==> config.mk <==
export PLATFORM = sky130hd
export DESIGN_NAME = ascon_encryption
export DESIGN_NICKNAME = d
export VERILOG_FILES = /design/src/rtl/ascon_pkg.sv /design/src/rtl/ascon_round.sv /design/src/rtl/ascon_encryption.sv
export SDC_FILE = /design/constraint.sdc
export NUM_CORES = 2
export LEC_CHECK = 0
export BUFFER_PORTS_ARGS = -buffer_cell sky130_fd_sc_hd__clkbuf_2
export CORE_AREA = 2 2 576 578
export CTS_CLUSTER_SIZE = 10
export DETAILED_ROUTE_END_ITERATION = 8
export DIE_AREA = 0 0 578 580
export HOLD_SLACK_MARGIN = 0.02
export PLACE_DENSITY = 0.45
export SETUP_SLACK_MARGIN = 0.1
export SKIP_CTS_REPAIR_TIMING = 1
export SYNTH_ARGS = -nofsm -noshare
export SYNTH_HDL_FRONTEND = slang
export SYNTH_SLANG_ARGS = --single-unit
==> constraint.sdc <==
create_clock -name clk -period 6 [get_ports clk]
set_input_delay 0.3 -clock clk [delete_from_list [all_inputs] [get_ports clk]]
set_output_delay 0.3 -clock clk [all_outputs]
set_load 0.02 [all_outputs]
==> src/rtl/ascon_pkg.sv <==
// Shared constants, types and helpers for the single-block ASCON-128 engine.
package ascon_pkg;

  localparam int unsigned STATE_W = 320;
  localparam int unsigned KEY_W   = 128;
  localparam int unsigned DATA_W  = 40;
  localparam int unsigned LANE_W  = 64;

  localparam logic [LANE_W-1:0] ASCON_IV = 64'h80400c0600000000;

  // Last counter value of a 12-round and a 6-round pass, and the pb constant offset.
  localparam logic [3:0] PA_LAST   = 4'd11;
  localparam logic [3:0] PB_LAST   = 4'd5;
  localparam logic [3:0] PB_OFFSET = 4'd6;

  typedef enum logic [2:0] {
    ST_IDLE,
    ST_INIT,
    ST_AD,
    ST_PT,
    ST_FINAL,
    ST_DONE
  } state_e;

  // Round constant table c[0..11].
  function automatic logic [7:0] round_const(input logic [3:0] idx);
    logic [7:0] c;
    case (idx)
      4'd0:    c = 8'hf0;
      4'd1:    c = 8'he1;
      4'd2:    c = 8'hd2;
      4'd3:    c = 8'hc3;
      4'd4:    c = 8'hb4;
      4'd5:    c = 8'ha5;
      4'd6:    c = 8'h96;
      4'd7:    c = 8'h87;
      4'd8:    c = 8'h78;
      4'd9:    c = 8'h69;
      4'd10:   c = 8'h5a;
      4'd11:   c = 8'h4b;
      default: c = 8'h00;
    endcase
    return c;
  endfunction

  // 40-bit block padded out to one 64-bit rate lane.
  function automatic logic [LANE_W-1:0] pad_block(input logic [DATA_W-1:0] d);
    return {d, 8'h80, 16'h0000};
  endfunction

endpackage

==> src/rtl/ascon_round.sv <==
// One combinational ASCON permutation round: constant add, S-box, linear layer.
module ascon_round
  import ascon_pkg::*;
(
  input  logic [STATE_W-1:0] state_i,
  input  logic [7:0]         rc_i,
  output logic [STATE_W-1:0] state_o
);

  logic [LANE_W-1:0] x0, x1, x2, x3, x4;
  logic [LANE_W-1:0] b0, b1, b2, b3, b4;
  logic [LANE_W-1:0] c0, c1, c2, c3, c4;
  logic [LANE_W-1:0] d0, d1, d2, d3, d4;
  logic [LANE_W-1:0] l0, l1, l2, l3, l4;

  assign x0 = state_i[319:256];
  assign x1 = state_i[255:192];
  assign x2 = state_i[191:128] ^ {56'h0, rc_i};
  assign x3 = state_i[127:64];
  assign x4 = state_i[63:0];

  // S-box input mixing
  assign b0 = x0 ^ x4;
  assign b1 = x1;
  assign b2 = x2 ^ x1;
  assign b3 = x3;
  assign b4 = x4 ^ x3;

  // chi core
  assign c0 = b0 ^ (~b1 & b2);
  assign c1 = b1 ^ (~b2 & b3);
  assign c2 = b2 ^ (~b3 & b4);
  assign c3 = b3 ^ (~b4 & b0);
  assign c4 = b4 ^ (~b0 & b1);

  // S-box output mixing
  assign d0 = c0 ^ c4;
  assign d1 = c1 ^ c0;
  assign d2 = ~c2;
  assign d3 = c3 ^ c2;
  assign d4 = c4;

  // Linear diffusion layer, rotations to the right
  assign l0 = d0 ^ {d0[18:0], d0[63:19]} ^ {d0[27:0], d0[63:28]};
  assign l1 = d1 ^ {d1[60:0], d1[63:61]} ^ {d1[38:0], d1[63:39]};
  assign l2 = d2 ^ {d2[0],    d2[63:1]}  ^ {d2[5:0],  d2[63:6]};
  assign l3 = d3 ^ {d3[9:0],  d3[63:10]} ^ {d3[16:0], d3[63:17]};
  assign l4 = d4 ^ {d4[6:0],  d4[63:7]}  ^ {d4[40:0], d4[63:41]};

  assign state_o = {l0, l1, l2, l3, l4};

endmodule

==> src/rtl/ascon_encryption.sv <==
// Single-block ASCON-128 encryption: one round per cycle, 32-cycle latency.
module ascon_encryption
  import ascon_pkg::*;
(
  input  logic               clk,
  input  logic               rst,
  input  logic               encryption_start,
  input  logic [KEY_W-1:0]   key,
  input  logic [KEY_W-1:0]   nonce,
  input  logic [DATA_W-1:0]  ad,
  input  logic [DATA_W-1:0]  pt,
  output logic               encryption_fin,
  output logic [DATA_W-1:0]  ct,
  output logic [KEY_W-1:0]   tag,
  output logic [STATE_W-1:0] ini_stemp,
  output logic [STATE_W-1:0] ad_stemp,
  output logic [STATE_W-1:0] pt_stemp
);

  state_e             state_q, state_d;
  logic [3:0]         cnt_q, cnt_d;
  logic [STATE_W-1:0] s_q, s_d;
  logic               fin_q, fin_d;
  logic [DATA_W-1:0]  ct_q, ct_d;
  logic [KEY_W-1:0]   tag_q, tag_d;
  logic [STATE_W-1:0] ini_q, ini_d;
  logic [STATE_W-1:0] ads_q, ads_d;
  logic [STATE_W-1:0] pts_q, pts_d;

  logic [STATE_W-1:0] round_in;
  logic [STATE_W-1:0] round_out;
  logic [3:0]         rc_idx;
  logic [LANE_W-1:0]  x0_pt;

  // Absorb / key-XOR muxing in front of the round and constant selection
  always_comb begin
    round_in = s_q;
    if (state_q == ST_AD && cnt_q == 4'd0) begin
      round_in[319:256] = s_q[319:256] ^ pad_block(ad);
    end
    if (state_q == ST_FINAL && cnt_q == 4'd0) begin
      round_in[255:128] = s_q[255:128] ^ key;
    end
    rc_idx = (state_q == ST_AD) ? 4'(cnt_q + PB_OFFSET) : cnt_q;
  end

  ascon_round u_round (
    .state_i (round_in),
    .rc_i    (round_const(rc_idx)),
    .state_o (round_out)
  );

  assign x0_pt = s_q[319:256] ^ pad_block(pt);

  // FSM state register
  always_ff @(posedge clk or negedge rst) begin
    if (!rst) state_q <= ST_IDLE;
    else      state_q <= state_d;
  end

  // FSM next-state logic
  always_comb begin
    state_d = state_q;
    case (state_q)
      ST_IDLE, ST_DONE: if (encryption_start) state_d = ST_INIT;
      ST_INIT:          if (cnt_q == PA_LAST) state_d = ST_AD;
      ST_AD:            if (cnt_q == PB_LAST) state_d = ST_PT;
      ST_PT:            state_d = ST_FINAL;
      ST_FINAL:         if (cnt_q == PA_LAST) state_d = ST_DONE;
      default:          state_d = ST_IDLE;
    endcase
  end

  // Datapath and output next values per state
  always_comb begin
    cnt_d = cnt_q;
    s_d   = s_q;
    fin_d = fin_q;
    ct_d  = ct_q;
    tag_d = tag_q;
    ini_d = ini_q;
    ads_d = ads_q;
    pts_d = pts_q;
    case (state_q)
      ST_IDLE, ST_DONE: begin
        if (encryption_start) begin
          s_d   = {ASCON_IV, key, nonce};
          cnt_d = 4'd0;
          fin_d = 1'b0;
        end
      end
      ST_INIT: begin
        s_d   = round_out;
        cnt_d = 4'(cnt_q + 4'd1);
        if (cnt_q == PA_LAST) begin
          s_d   = round_out ^ {{(STATE_W-KEY_W){1'b0}}, key};
          ini_d = s_d;
          cnt_d = 4'd0;
        end
      end
      ST_AD: begin
        s_d   = round_out;
        cnt_d = 4'(cnt_q + 4'd1);
        if (cnt_q == PB_LAST) begin
          s_d   = round_out ^ STATE_W'(1);
          ads_d = s_d;
          cnt_d = 4'd0;
        end
      end
      ST_PT: begin
        s_d   = {x0_pt, s_q[255:0]};
        ct_d  = x0_pt[63:24];
        pts_d = s_d;
        cnt_d = 4'd0;
      end
      ST_FINAL: begin
        s_d   = round_out;
        cnt_d = 4'(cnt_q + 4'd1);
        if (cnt_q == PA_LAST) begin
          tag_d = {round_out[127:64] ^ key[127:64], round_out[63:0] ^ key[63:0]};
          fin_d = 1'b1;
          cnt_d = 4'd0;
        end
      end
      default: ;
    endcase
  end

  // Datapath and output registers
  always_ff @(posedge clk or negedge rst) begin
    if (!rst) begin
      cnt_q <= 4'd0;
      s_q   <= '0;
      fin_q <= 1'b0;
      ct_q  <= '0;
      tag_q <= '0;
      ini_q <= '0;
      ads_q <= '0;
      pts_q <= '0;
    end else begin
      cnt_q <= cnt_d;
      s_q   <= s_d;
      fin_q <= fin_d;
      ct_q  <= ct_d;
      tag_q <= tag_d;
      ini_q <= ini_d;
      ads_q <= ads_d;
      pts_q <= pts_d;
    end
  end

  assign encryption_fin = fin_q;
  assign ct             = ct_q;
  assign tag            = tag_q;
  assign ini_stemp      = ini_q;
  assign ad_stemp       = ads_q;
  assign pt_stemp       = pts_q;

endmodule

==> impl_metrics.yaml <==
yosys:
  netlist_area_um2: 77000
  synthXorXnorAreaFrac: 0.159
  syn_nets: 8853
  synthTopCellsByCount: "nand2_1 (1725), dfrtp_1 (1416), o21ai_0 (902), xnor2_1 (845), clkbuf_1 (428)"
  synthArstFlopShare: 1.00
  yosysUniqueCellTypes: 83
  synth_top_family_by_area: "XOR/XNOR gates"
  synth_top_flop_cell: "dfrtp_1"
  muxShareOfSynthArea: 0.0208
  synth_compound_area_frac: 0.141
  seq_area_frac_synth: 0.460
  synthCells: 8381
  synth_edf_count: 0
  synth.area.top_cells: "dfrtp_1 (46%), xnor2_1 (9.6%), nand2_1 (8.4%)"
  yosysTopAreaCellShare: 0.460
  ys_ff_latch: 1416
  syn_area_per_cell_um2: 9.18
  synth_simple_gate_area_frac: 0.157
  synth_top_area_cell: "dfrtp_1"
  yosysMostFrequentCell: "nand2_1"
  synth_warnings: 0
  synthAdderAreaFrac: 0.0216
run_status:
  status: "finished with violations"
  failed_checks: "capacitance limit, slew limit"
timing:
  fin_worst_skew_ns: 0.0771
  fmax_mhz: 168
  worstMarginPinSlew_ns: 1.82
  rsz0062_at_grt: "false"
  fin_tns_setup_ns: 0
  relSlewSlack: -0.216
  setup_viol: 0
  fin_crit_sh: 0.993
  hold_viol_final: 0
  drv_slew: 88
  period_minus_slack_ns: 5.96
detailed_routing:
  routedWlPerCell_um: 38.2
  drcViolationCount: 0
  first_iter_violations: 8367
  dr_total_vias: 75892
  drtAntennaViolNets: 0
  wl_mm: 570
  first_pass_iters: 6
  vias_per_cell: 5.09
clock_tree:
  clk_pin_slew_ns: 0.06
  clkSinkCount: 1416
  numCtsBuffers: 188
  cts_tree: "done"
  clockBufferDepth: 4
  root_buffer: "clkbuf_16"
  clock_latency_ns: 0.97
  cts_max_level: 4
die:
  die_area_um2: 335000
  rows: 211
  die_y_um: 580
  die_x_um: 578
  start_util: 0.234
  coreArea_um2: 329000
  num_io_pins: 1468
cells_and_area:
  nFillCells: 34902
  drive_gt1_frac: 0.230
  num-nets-final: 10812
  multi_input_area_um2: 38800
  regArea_um2: 35400
  syn2layout_area_growth_pct: 32.4
global_routing:
  grt_max_degree: 222
  grt_pass1_wl_mm: 726
  grt_pass1_vias: 70899
  groute.usage.overall: 0.329
  overflow: 0
  antenna_found_initial: 169
placement:
  dpl.hpwl_mm: 461
  globalplace.congestion: 0.988
  numPortBuffers: 1467
setup_path:
  worstSetupPathType: "flop to flop"
  rrSetupSlack_ns: 0.04
  cp.required_ns: 6.90
  r2r_cells: 11
  startpoint: "state_q[0]"
  r2r_start: "state_q[0]"
  critical-path-top-delay-family: "XOR/XNOR gates"
  crit_path_end_kind: "flop"
  r2r_end: "s_q[51]"
  cp.depth: 11
  critPathMaxFanout: 22
  cpPeakStageDelay_ns: 1.03
  worstPathArrival_ns: 6.85
  cp_slowest_cell: "xor2_1"
  cp_cell_sequence: "or4b_4, buf_4, nor4_1, o211ai_1, xor2_1, xor2_1, xnor2_2, a31oi_1, dlygate4sd3_1, o21ai_0, dlygate4sd3_1"
  crit_buf_inv: 3
  startpoint_type: "flop"
flow_run:
  max_cap_violations: 1
min_path:
  hold_path.class: "input port to asynchronous set/reset pin"
[worst max path at each step]
stage	to	slack, ns
2_1_floorplan	s_q[101]	1.33
3_3_place_gp	ini_stemp[111]	0.30
3_5_place_dp	tag[111]	0.29
4_1_cts	tag[111]	0.25
5_1_grt	s_q[16]	0.08
6_report	s_q[51]	0.04
[per-layer routing]
metal | GRT usage | vias up | part of all wire
met5 | 0 | - | 0.00067
met4 | 0.200 | 54 | 0.070
met3 | 0.115 | 940 | 0.098
met2 | 0.514 | 4095 | 0.45
met1 | 0.385 | 38515 | 0.39
li1 | - | 32288 | -
[logic make-up after synthesis]
family,count (synthesis)
compound gates,1806
xor+xnor,1314
flops,1416
simple gates,2816
buf+inv,750
mux,146
fa+ha+maj,133
[per-stage QoR]
| step | hold slack (ns) | util | setup WS, ns | cell area [um2] | std cells |
|---|---|---|---|---|---|
| final | 0.0137 | 0.310 | 0.0440 | 102000 | 14904 |
| after global routing | 0.0338 | 0.309 | 0.0837 | 102000 | 14856 |
| after CTS | -0.628 | 0.297 | 0.251 | 97800 | 14435 |
| after detailed placement | 0.389 | 0.279 | 0.290 | 91700 | 14132 |
| after global placement | 0.381 | 0.279 | 0.298 | 91700 | 14132 |
| after floorplan | 0.00441 | - | 1.33 | 77000 | 8381 |
[sequential cells by signal, indices dropped and copies added (netlist names), 3 cells and up]
signal and flops:
ad_stemp 320, cnt_q 4, ct 40, ini_stemp 320
pt_stemp 280, s_q 320, state_q 3, tag 128
[cell type report]
class                           instances  area share
Antenna cell                           85     0.00209
Timing Repair Buffer                 2310       0.148
Sequential cell                      1416       0.348
Clock buffer                          260      0.0523
Inverter                              209     0.00770
Tap cell                             4366      0.0536
Clock inverter                         43     0.00760
Multi-Input combinational cell       6215       0.381
[cell usage in the layout, fill, tap and decap left out, types with 161 or more instances in the layout]
| cell | instances |
|---|---|
| xnor2_1 | 826 |
| nand3_1 | 161 |
| xor2_1 | 412 |
| buf_4 | 425 |
| inv_1 | 209 |
| nand2_1 | 1722 |
| o21ai_0 | 902 |
| a21oi_1 | 216 |
| clkbuf_16 | 189 |
| dlygate4sd3_1 | 384 |
| dfrtp_1 | 1414 |
| nor2_1 | 399 |
| clkbuf_2 | 1466 |
Power is not shown: default switching activity piles up to over one toggle a cycle in this logic, so the estimate is an artifact.
